$ cat config.mk
export PLATFORM = sky130hd
export DESIGN_NAME = decode_pipe_stage_flat
export DESIGN_NICKNAME = d
export VERILOG_FILES = /design/src/rtl/decode_pipe_stage_pkg.sv /design/src/rtl/decode_pipe_stage_if.sv /design/src/rtl/decode_pipe_stage_ctrl.sv /design/src/rtl/decode_pipe_stage_regfile.sv /design/src/rtl/decode_pipe_stage.sv /design/src/flat_wrapper.sv
export SDC_FILE = /design/constraint.sdc
export NUM_CORES = 2
export LEC_CHECK = 0
export CAP_MARGIN = 20
export CORE_MARGIN = 10
export CORE_UTILIZATION = 30
export DETAILED_ROUTE_END_ITERATION = 8
export GPL_ROUTABILITY_DRIVEN = 0
export GPL_TIMING_DRIVEN = 0
export SYNTH_ARGS = -nofsm -noshare
export SYNTH_HDL_FRONTEND = slang
export SYNTH_HIERARCHICAL = 1
export SYNTH_SLANG_ARGS = --single-unit
$ cat constraint.sdc
create_clock -name clk -period 6.54 [get_ports clk]
set_input_delay 1.308 -clock clk [delete_from_list [all_inputs] [get_ports clk]]
set_output_delay 1.308 -clock clk [all_outputs]
set_load 0.005 [all_outputs]
$ cat src/rtl/decode_pipe_stage_pkg.sv
`default_nettype none
// ============================================================================
// Module      : decode_pipe_stage_pkg
// Description : Shared instruction/control types, encodings and immediate
//               extension for the decode stage.
// Revision    : 1.0 - initial release
// ============================================================================
package decode_pipe_stage_pkg;

  localparam logic [6:0] c_opc_load   = 7'b0000011;
  localparam logic [6:0] c_opc_op_imm = 7'b0010011;
  localparam logic [6:0] c_opc_auipc  = 7'b0010111;
  localparam logic [6:0] c_opc_store  = 7'b0100011;
  localparam logic [6:0] c_opc_op     = 7'b0110011;
  localparam logic [6:0] c_opc_lui    = 7'b0110111;
  localparam logic [6:0] c_opc_branch = 7'b1100011;
  localparam logic [6:0] c_opc_jalr   = 7'b1100111;
  localparam logic [6:0] c_opc_jal    = 7'b1101111;

  typedef struct packed {
    logic [6:0] funct7;
    logic [4:0] rs2;
    logic [4:0] rs1;
    logic [2:0] funct3;
    logic [4:0] rd;
    logic [6:0] opcode;
  } instruction_type;

  typedef enum logic [2:0] {
    ENC_R = 3'd0,
    ENC_I = 3'd1,
    ENC_S = 3'd2,
    ENC_B = 3'd3,
    ENC_U = 3'd4,
    ENC_J = 3'd5
  } encoding_type;

  typedef struct packed {
    logic       reg_write;
    logic       mem_read;
    logic       mem_write;
    logic       mem_to_reg;
    logic       branch;
    logic       jump;
    logic       alu_src;
    logic [3:0] alu_op;
  } control_type;

  function automatic logic uses_rs2(encoding_type enc);
    return (enc == ENC_R) || (enc == ENC_S) || (enc == ENC_B);
  endfunction

  // Returns a 32-bit sign-extended immediate; callers widen to XLEN.
  function automatic logic [31:0] immediate_extension(instruction_type instr, encoding_type enc);
    logic [31:0] imm;
    imm = '0;
    case (enc)
      ENC_I:   imm = {{20{instr[31]}}, instr[31:20]};
      ENC_S:   imm = {{20{instr[31]}}, instr[31:25], instr[11:7]};
      ENC_B:   imm = {{19{instr[31]}}, instr[31], instr[7], instr[30:25], instr[11:8], 1'b0};
      ENC_U:   imm = {instr[31:12], 12'b0};
      ENC_J:   imm = {{11{instr[31]}}, instr[31], instr[19:12], instr[20], instr[30:21], 1'b0};
      default: imm = '0;
    endcase
    return imm;
  endfunction

endpackage
`default_nettype wire

$ cat src/rtl/decode_pipe_stage_if.sv
`default_nettype none
// ============================================================================
// Module      : decode_pipe_stage_if
// Description : Fetch, writeback and ID/EX signals of the decode stage.
// Revision    : 1.0 - initial release
// ============================================================================
interface decode_pipe_stage_if #(
  parameter int XLEN     = 32,
  parameter int REG_ID_W = 5
);
  import decode_pipe_stage_pkg::*;

  logic                in_valid;
  logic                in_ready;
  instruction_type     instruction;
  logic [XLEN-1:0]     pc_in;
  logic                flush;
  logic                write_en;
  logic [REG_ID_W-1:0] write_id;
  logic [XLEN-1:0]     write_data;
  logic                out_valid;
  logic                out_ready;
  logic [REG_ID_W-1:0] reg_rd_id;
  logic [REG_ID_W-1:0] rs1_id;
  logic [REG_ID_W-1:0] rs2_id;
  logic [XLEN-1:0]     read_data1;
  logic [XLEN-1:0]     read_data2;
  logic [XLEN-1:0]     immediate_data;
  logic [XLEN-1:0]     pc_out;
  control_type         control_signals;
  logic                hazard_stall;

  modport master (
    output in_valid, instruction, pc_in, flush, write_en, write_id, write_data, out_ready,
    input  in_ready, out_valid, reg_rd_id, rs1_id, rs2_id, read_data1, read_data2,
           immediate_data, pc_out, control_signals, hazard_stall
  );

  modport slave (
    input  in_valid, instruction, pc_in, flush, write_en, write_id, write_data, out_ready,
    output in_ready, out_valid, reg_rd_id, rs1_id, rs2_id, read_data1, read_data2,
           immediate_data, pc_out, control_signals, hazard_stall
  );

endinterface
`default_nettype wire

$ cat src/rtl/decode_pipe_stage_ctrl.sv
`default_nettype none
// ============================================================================
// Module      : control_decoder
// Description : Opcode to control-word and encoding-format decoder.
// Revision    : 1.0 - initial release
// ============================================================================
module control_decoder
  import decode_pipe_stage_pkg::*;
(
  input  instruction_type i_instr,
  output control_type     o_ctrl,
  output encoding_type    o_enc
);

  always_comb begin
    o_ctrl = '0;
    o_enc  = ENC_R;
    case (i_instr.opcode)
      c_opc_op: begin
        o_enc            = ENC_R;
        o_ctrl.reg_write = 1'b1;
        o_ctrl.alu_op    = {i_instr.funct7[5], i_instr.funct3};
      end
      c_opc_op_imm: begin
        o_enc            = ENC_I;
        o_ctrl.reg_write = 1'b1;
        o_ctrl.alu_src   = 1'b1;
        // Only shift-right-immediate carries the arithmetic flag in funct7.
        o_ctrl.alu_op    = {(i_instr.funct3 == 3'b101) & i_instr.funct7[5], i_instr.funct3};
      end
      c_opc_load: begin
        o_enc             = ENC_I;
        o_ctrl.reg_write  = 1'b1;
        o_ctrl.mem_read   = 1'b1;
        o_ctrl.mem_to_reg = 1'b1;
        o_ctrl.alu_src    = 1'b1;
      end
      c_opc_store: begin
        o_enc            = ENC_S;
        o_ctrl.mem_write = 1'b1;
        o_ctrl.alu_src   = 1'b1;
      end
      c_opc_branch: begin
        o_enc         = ENC_B;
        o_ctrl.branch = 1'b1;
        o_ctrl.alu_op = 4'b1000;
      end
      c_opc_lui, c_opc_auipc: begin
        o_enc            = ENC_U;
        o_ctrl.reg_write = 1'b1;
        o_ctrl.alu_src   = 1'b1;
      end
      c_opc_jal: begin
        o_enc            = ENC_J;
        o_ctrl.reg_write = 1'b1;
        o_ctrl.jump      = 1'b1;
      end
      c_opc_jalr: begin
        o_enc            = ENC_I;
        o_ctrl.reg_write = 1'b1;
        o_ctrl.jump      = 1'b1;
        o_ctrl.alu_src   = 1'b1;
      end
      default: begin
        o_ctrl = '0;
        o_enc  = ENC_R;
      end
    endcase
  end

endmodule
`default_nettype wire

$ cat src/rtl/decode_pipe_stage_regfile.sv
`default_nettype none
// ============================================================================
// Module      : regfile_bypass
// Description : Two-read, one-write register file with write-through bypass;
//               entry 0 is hardwired to zero.
// Revision    : 1.0 - initial release
// ============================================================================
module regfile_bypass #(
  parameter  int XLEN     = 32,
  parameter  int NUM_REGS = 32,
  localparam int ID_W     = $clog2(NUM_REGS)
) (
  input  logic            clk,
  input  logic            reset_n,
  input  logic            i_we,
  input  logic [ID_W-1:0] i_waddr,
  input  logic [XLEN-1:0] i_wdata,
  input  logic [ID_W-1:0] i_raddr1,
  input  logic [ID_W-1:0] i_raddr2,
  output logic [XLEN-1:0] o_rdata1,
  output logic [XLEN-1:0] o_rdata2
);

  logic [XLEN-1:0] r_regs [NUM_REGS];
  logic [ID_W-1:0] w_raddr [2];
  logic [XLEN-1:0] w_rdata [2];

  always_ff @(posedge clk or negedge reset_n) begin
    if (!reset_n) begin
      for (int i = 0; i < NUM_REGS; i++) begin
        r_regs[i] <= '0;
      end
    end else if (i_we && (i_waddr != '0)) begin
      r_regs[i_waddr] <= i_wdata;
    end
  end

  assign w_raddr[0] = i_raddr1;
  assign w_raddr[1] = i_raddr2;

  // A nonzero read index equal to the write index implies a nonzero write.
  for (genvar p = 0; p < 2; p++) begin : g_rd_port
    assign w_rdata[p] = (w_raddr[p] == '0)                   ? '0      :
                        (i_we && (i_waddr == w_raddr[p]))    ? i_wdata :
                                                               r_regs[w_raddr[p]];
  end

  assign o_rdata1 = w_rdata[0];
  assign o_rdata2 = w_rdata[1];

endmodule
`default_nettype wire

$ cat src/rtl/decode_pipe_stage.sv
`default_nettype none
// ============================================================================
// Module      : decode_pipe_stage
// Description : Instruction decode with register read, load-use stall, flush
//               and an ID/EX pipeline register.
// Revision    : 1.0 - initial release
// ============================================================================
module decode_pipe_stage
  import decode_pipe_stage_pkg::*;
#(
  parameter int XLEN     = 32,
  parameter int NUM_REGS = 32,
  parameter int REG_ID_W = $clog2(NUM_REGS)
) (
  input  logic               clk,
  input  logic               reset_n,
  decode_pipe_stage_if.slave bus
);

  instruction_type     w_instr;
  control_type         w_ctrl;
  encoding_type        w_enc;
  logic [REG_ID_W-1:0] w_rs1;
  logic [REG_ID_W-1:0] w_rs2;
  logic [REG_ID_W-1:0] w_rd;
  logic [XLEN-1:0]     w_rdata1;
  logic [XLEN-1:0]     w_rdata2;
  logic [XLEN-1:0]     w_imm;
  logic                w_hazard;
  logic                w_load;
  logic                w_issue;

  logic                r_valid;
  control_type         r_ctrl;
  logic [REG_ID_W-1:0] r_rd;
  logic [REG_ID_W-1:0] r_rs1;
  logic [REG_ID_W-1:0] r_rs2;
  logic [XLEN-1:0]     r_rdata1;
  logic [XLEN-1:0]     r_rdata2;
  logic [XLEN-1:0]     r_imm;
  logic [XLEN-1:0]     r_pc;

  assign w_instr = bus.instruction;
  assign w_rs1   = REG_ID_W'(w_instr.rs1);
  assign w_rs2   = REG_ID_W'(w_instr.rs2);
  assign w_rd    = REG_ID_W'(w_instr.rd);
  assign w_imm   = XLEN'($signed(immediate_extension(w_instr, w_enc)));

  control_decoder u_ctrl (
    .i_instr (w_instr),
    .o_ctrl  (w_ctrl),
    .o_enc   (w_enc)
  );

  regfile_bypass #(
    .XLEN     (XLEN),
    .NUM_REGS (NUM_REGS)
  ) u_regfile (
    .clk      (clk),
    .reset_n  (reset_n),
    .i_we     (bus.write_en),
    .i_waddr  (bus.write_id),
    .i_wdata  (bus.write_data),
    .i_raddr1 (w_rs1),
    .i_raddr2 (w_rs2),
    .o_rdata1 (w_rdata1),
    .o_rdata2 (w_rdata2)
  );

  // A load in ID/EX whose destination feeds the incoming instruction must bubble.
  assign w_hazard = bus.in_valid && r_valid && r_ctrl.mem_read && (r_rd != '0) &&
                    ((r_rd == w_rs1) || (uses_rs2(w_enc) && (r_rd == w_rs2)));
  assign w_load   = !r_valid || bus.out_ready;
  assign w_issue  = bus.in_valid && !w_hazard;

  always_ff @(posedge clk or negedge reset_n) begin
    if (!reset_n) begin
      r_valid  <= 1'b0;
      r_ctrl   <= '0;
      r_rd     <= '0;
      r_rs1    <= '0;
      r_rs2    <= '0;
      r_rdata1 <= '0;
      r_rdata2 <= '0;
      r_imm    <= '0;
      r_pc     <= '0;
    end else if (bus.flush) begin
      r_valid <= 1'b0;
      r_ctrl  <= '0;
    end else if (w_load) begin
      r_valid  <= w_issue;
      r_ctrl   <= w_issue ? w_ctrl : '0;
      r_rd     <= w_rd;
      r_rs1    <= w_rs1;
      r_rs2    <= w_rs2;
      r_rdata1 <= w_rdata1;
      r_rdata2 <= w_rdata2;
      r_imm    <= w_imm;
      r_pc     <= bus.pc_in;
    end
  end

  assign bus.in_ready        = w_load && !w_hazard && !bus.flush;
  assign bus.hazard_stall    = w_hazard;
  assign bus.out_valid       = r_valid;
  assign bus.control_signals = r_ctrl;
  assign bus.reg_rd_id       = r_rd;
  assign bus.rs1_id          = r_rs1;
  assign bus.rs2_id          = r_rs2;
  assign bus.read_data1      = r_rdata1;
  assign bus.read_data2      = r_rdata2;
  assign bus.immediate_data  = r_imm;
  assign bus.pc_out          = r_pc;

endmodule
`default_nettype wire

$ cat src/flat_wrapper.sv
// flat-port wrapper written by rule: the top's interface ports become plain ports
module decode_pipe_stage_flat import decode_pipe_stage_pkg::*;
#(
  parameter int XLEN     = 32,
  parameter int NUM_REGS = 32,
  parameter int REG_ID_W = $clog2(NUM_REGS)
)
  (clk, reset_n, bus_in_valid, bus_instruction, bus_pc_in, bus_flush, bus_write_en, bus_write_id, bus_write_data, bus_out_ready, bus_in_ready, bus_out_valid, bus_reg_rd_id, bus_rs1_id, bus_rs2_id, bus_read_data1, bus_read_data2, bus_immediate_data, bus_pc_out, bus_control_signals, bus_hazard_stall);
  decode_pipe_stage_if #(.XLEN(XLEN), .REG_ID_W(REG_ID_W)) bus_i ();
  input  logic clk;
  input  logic reset_n;
  input wire logic [$bits(bus_i.in_valid)-1:0] bus_in_valid;
  input wire logic [$bits(bus_i.instruction)-1:0] bus_instruction;
  input wire logic [$bits(bus_i.pc_in)-1:0] bus_pc_in;
  input wire logic [$bits(bus_i.flush)-1:0] bus_flush;
  input wire logic [$bits(bus_i.write_en)-1:0] bus_write_en;
  input wire logic [$bits(bus_i.write_id)-1:0] bus_write_id;
  input wire logic [$bits(bus_i.write_data)-1:0] bus_write_data;
  input wire logic [$bits(bus_i.out_ready)-1:0] bus_out_ready;
  output wire logic [$bits(bus_i.in_ready)-1:0] bus_in_ready;
  output wire logic [$bits(bus_i.out_valid)-1:0] bus_out_valid;
  output wire logic [$bits(bus_i.reg_rd_id)-1:0] bus_reg_rd_id;
  output wire logic [$bits(bus_i.rs1_id)-1:0] bus_rs1_id;
  output wire logic [$bits(bus_i.rs2_id)-1:0] bus_rs2_id;
  output wire logic [$bits(bus_i.read_data1)-1:0] bus_read_data1;
  output wire logic [$bits(bus_i.read_data2)-1:0] bus_read_data2;
  output wire logic [$bits(bus_i.immediate_data)-1:0] bus_immediate_data;
  output wire logic [$bits(bus_i.pc_out)-1:0] bus_pc_out;
  output wire logic [$bits(bus_i.control_signals)-1:0] bus_control_signals;
  output wire logic [$bits(bus_i.hazard_stall)-1:0] bus_hazard_stall;
  assign bus_i.in_valid = bus_in_valid;
  assign bus_i.instruction = bus_instruction;
  assign bus_i.pc_in = bus_pc_in;
  assign bus_i.flush = bus_flush;
  assign bus_i.write_en = bus_write_en;
  assign bus_i.write_id = bus_write_id;
  assign bus_i.write_data = bus_write_data;
  assign bus_i.out_ready = bus_out_ready;
  assign bus_in_ready = bus_i.in_ready;
  assign bus_out_valid = bus_i.out_valid;
  assign bus_reg_rd_id = bus_i.reg_rd_id;
  assign bus_rs1_id = bus_i.rs1_id;
  assign bus_rs2_id = bus_i.rs2_id;
  assign bus_read_data1 = bus_i.read_data1;
  assign bus_read_data2 = bus_i.read_data2;
  assign bus_immediate_data = bus_i.immediate_data;
  assign bus_pc_out = bus_i.pc_out;
  assign bus_control_signals = bus_i.control_signals;
  assign bus_hazard_stall = bus_i.hazard_stall;
  decode_pipe_stage #(.XLEN(XLEN), .NUM_REGS(NUM_REGS), .REG_ID_W(REG_ID_W)) u_core (.clk(clk), .reset_n(reset_n), .bus(bus_i));
endmodule
==> run_results.csv <==
group,metric,value,unit
place,dpl.hpwl,196,mm
critical_path,critical-path-max-stage-delay,640,ps
logic_synthesis,synth_area_leaders,"dfrtp_1 48%, mux2_2 19%, mux4_2 13%",
clocking,insertion_delay,800,ps
routing,drt_wl_total,265,mm
critical_path,crit_path_frequent_cell,"clkdlybuf4s50_1",
place,io_buffer_count,258,
logic_synthesis,synth_cells,4595,
power,p_leak,0.0312,uW
die,ioPinCount,264,
critical_path,endpoint_kind,"output port",
critical_path,cp_num_buf_inv,3,
sta,rsz0062_at_grt,"no",
power,pwr_density_cell,304,nW/um^2
die,die-area,224000,sq um
logic_synthesis,yosysUniqueCellTypes,71,
power,seq_power_share,43.6,%
clocking,clock_path_buffers,3,
critical_path,path_cells,"clkdlybuf4s50_1 -> nand4bb_1 -> nor3b_2 -> nand2b_1 -> nand2_1 -> o32ai_2 -> buf_2 -> and2_1 -> clkdlybuf4s50_1",
power,pwr-share-comb,22.0,%
place,pre_cts_slack,580,ps
logic_synthesis,syn-cell-area,61600,sq um
critical_path,critPathLaunchType,"input port",
critical_path,reg2reg_from,"u_core/u_regfile/r_regs[513]$_DFFE_PN0P_",
layout,layout_common_cells,"1179 x dfrtp_1, 1046 x mux2_2, 423 x nand2_1, 363 x mux4_2, 286 x clkbuf_1",
sta,fin_setup_tns,0,ps
logic_synthesis,ys_ff_latch,1179,
critical_path,path_depth,9,
routing,vias,46500,
die,die_width,473,microns
routing,firstDrtPassIters,8,
routing,routedWlPerCell,34.0,microns
layout,syn_to_final_growth,17.8,%
critical_path,cp-startpoint,"bus_instruction[2]",
critical_path,rr_worst_depth,7,
critical_path,critPathMaxFanout,10,
logic_synthesis,synth_warnings,6,
clocking,cts_root_buf,"clkbuf_16",
logic_synthesis,async_reset_ff_share,100,%
clocking,clkSinkCount,1179,
layout,utilization,35.5,%
grt,grt_pass1_wl,365,mm
grt,antenna_found_initial,34,
power,p_clk_share,34.4,%
sta,setup_viol,0,
power,switching_share,30.0,%
run_status,run_status,"finished clean",
clocking,cts_buffers,131,
sta,hold_violations,0,
clocking,clk_pin_slew,60,ps
sta,skew,31.8,ps
critical_path,crit_slowest_cell,"nor3b_2",
sta,worst_slew_margin_rel,6.37,%
layout,final_common_cell,"dfrtp_1",
sta,period_share,91.7,%
logic_synthesis,synth_top_area_share,47.9,%
die,fp.dieH,473,microns
sta,hold_slack,412,ps
die,coreArea,204000,sq um
clocking,cts_max_level,4,
layout,layout-drive-gt1-share,35.9,%
grt,grt_pass1_vias,46000,
power,p_int,15400,uW
grt,gr-total-overflow,0,
clocking,cts_tree,"done",
sta,setup_ws,540,ps
worst_hold_path,hp-class,"input port to async pin",
layout,final_nets,5130,
routing,viasPerCell,5.95,
routing,first_iter_violations,6240,
critical_path,path_class,"input port to output port",
critical_path,arrival,4690,ps
critical_path,cp.required,5230,ps
sta,tightest_slew,1400,ps
power,ir_worst_vdd,0.169,mV
power,finalPower,22100,uW
routing,drc,0,
logic_synthesis,yosysSeqAreaShare,47.9,%
grt,grt_usage,22.8,%
flow_run,drv_cap,0,
sta,final_max_slew_viol_count,0,
logic_synthesis,synth.largest_area_cell,"dfrtp_1",
critical_path,path_delay_family,"simple AND/OR/NAND/NOR gates",
logic_synthesis,synth.avg_cell_area,13.4,sq um
die,rows,166,
grt,grt_max_degree,174,
logic_synthesis,syn_nets,4702,
logic_synthesis,synth_ff_type,"dfrtp_1",
routing,final_antenna_net_count,0,
die,start_util,30.1,%
sta,period_minus_slack,6000,ps
sta,max_freq,0.167,GHz
power,p_sw,6620,uW
clocking,cts_resized,0,
clocking,cts_setup_buffers,0,
clocking,postCtsHoldBufs,0,
logic_synthesis,synth_edf_count,0,
==> power by group through the flow <==
| stage | clock network (uW) | logic [uW] | registers [uW] |
|---|---|---|---|
| after global routing | 7970 | 5050 | 9740 |
| after floorplan | 0 | 2950 | 9350 |
| after global placement | 0 | 4560 | 9650 |
| after CTS | 7680 | 4710 | 9550 |
| after detailed placement | 0 | 4690 | 9670 |
| final | 7590 | 4850 | 9610 |
==> routing by layer <==
layer | vias to the layer above | global-route usage (%) | wire (microns)
met4 | 40 | 14.6 | 19300
met1 | 24300 | 28.2 | 101000
li1 | 18200 | - | -
met5 | - | 0 | 288
met2 | 3120 | 32.3 | 110000
met3 | 796 | 10.0 | 35400
==> cells by family after synthesis <==
logic type	Yosys count	synth area share (%)
AO/OA/AOI/OAI	536	6.30
flip-flops	1179	47.9
XOR/XNOR	21	0.299
AND/OR/NAND/NOR	678	4.77
buffers and inverters	495	3.78
multiplexers	1686	36.9
==> metrics by stage <==
| stage | cells | cell area, sq um |
|---|---|---|
| 6_report | 7813 | 72500 |
| 5_1_grt | 7810 | 72500 |
| 4_1_cts | 7801 | 72400 |
| 3_5_place_dp | 7574 | 68100 |
| 3_3_place_gp | 7541 | 67500 |
| 2_1_floorplan | 4595 | 61600 |
==> sequential cells by signal, summed over array words and instances, names as in the netlist <==
name / flops
u_core/bus.read_data2: 32
u_core/bus.immediate_data: 32
u_core/bus.pc_out: 32
u_core/bus.read_data1: 32
u_core/bus.control_signals: 11
u_core/bus.out_valid: 1
u_core/bus.rs2_id: 5
u_core/bus.rs1_id: 5
u_core/bus.reg_rd_id: 5
u_core/u_regfile/r_regs: 1024
==> synth_stat cells, types with 3 or more instances <==
| cell type | instances |
|---|---|
| clkbuf_1 | 270 |
| nor2_1 | 76 |
| a211o_1 | 6 |
| a22o_1 | 50 |
| mux2_1 | 3 |
| o22ai_1 | 68 |
| or3b_2 | 4 |
| a22oi_1 | 54 |
| a311oi_1 | 6 |
| a221o_1 | 21 |
| nor2b_1 | 17 |
| nand2_1 | 423 |
| nor3_1 | 40 |
| a2111oi_0 | 27 |
| a32o_1 | 11 |
| xor2_1 | 6 |
| nor4_1 | 12 |
| mux4_2 | 363 |
| o211ai_1 | 10 |
| buf_6 | 28 |
| o21ai_1 | 8 |
| a211oi_1 | 24 |
| o221ai_1 | 42 |
| mux2i_1 | 274 |
| a221oi_1 | 31 |
| nor3b_1 | 6 |
| buf_2 | 99 |
| and3_1 | 9 |
| mux2_2 | 1046 |
| nand3_1 | 42 |
| a31oi_1 | 22 |
| dfrtp_1 | 1179 |
| buf_1 | 60 |
| nand3b_1 | 5 |
| xnor2_1 | 15 |
| buf_4 | 28 |
| inv_1 | 4 |
| o21ai_0 | 55 |
| a21oi_1 | 85 |
| or2_2 | 6 |
| and2_1 | 7 |
| nand4_1 | 12 |
| nand2b_1 | 7 |
==> layout make-up <==
| type | instances | area (sq um) |
|---|---|---|
| clock inverter | 42 | 457 |
| tap | 2688 | 3360 |
| sequential | 1179 | 29500 |
| fill | 19900 | 132000 |
| inverter | 5 | 18.8 |
| antenna | 8 | 20.0 |
| multi-input combinational | 2921 | 29700 |
| timing repair buffer | 295 | 3230 |
| clock buffer | 185 | 3870 |
| buffer | 490 | 2320 |
==> worst paths after layout <==
| check | endpoint | slack [ps] |
|---|---|---|
| setup / recovery | bus_hazard_stall | 540 |
| hold / removal | u_core/bus.pc_out[5]$_DFFE_PN0P_ | 410 |
| setup reg to reg | u_core/bus.read_data1[1]$_DFFE_PN0P_ | 3340 |
| min in group clk | u_core/bus.read_data1[18]$_DFFE_PN0P_ | 470 |
| max in group asynchronous | u_core/u_regfile/r_regs[50]$_DFFE_PN0P_ | 2910 |
| hold reg to reg | u_core/bus.read_data1[18]$_DFFE_PN0P_ | 470 |
Note: power is estimated with default switching activity, not from simulation.
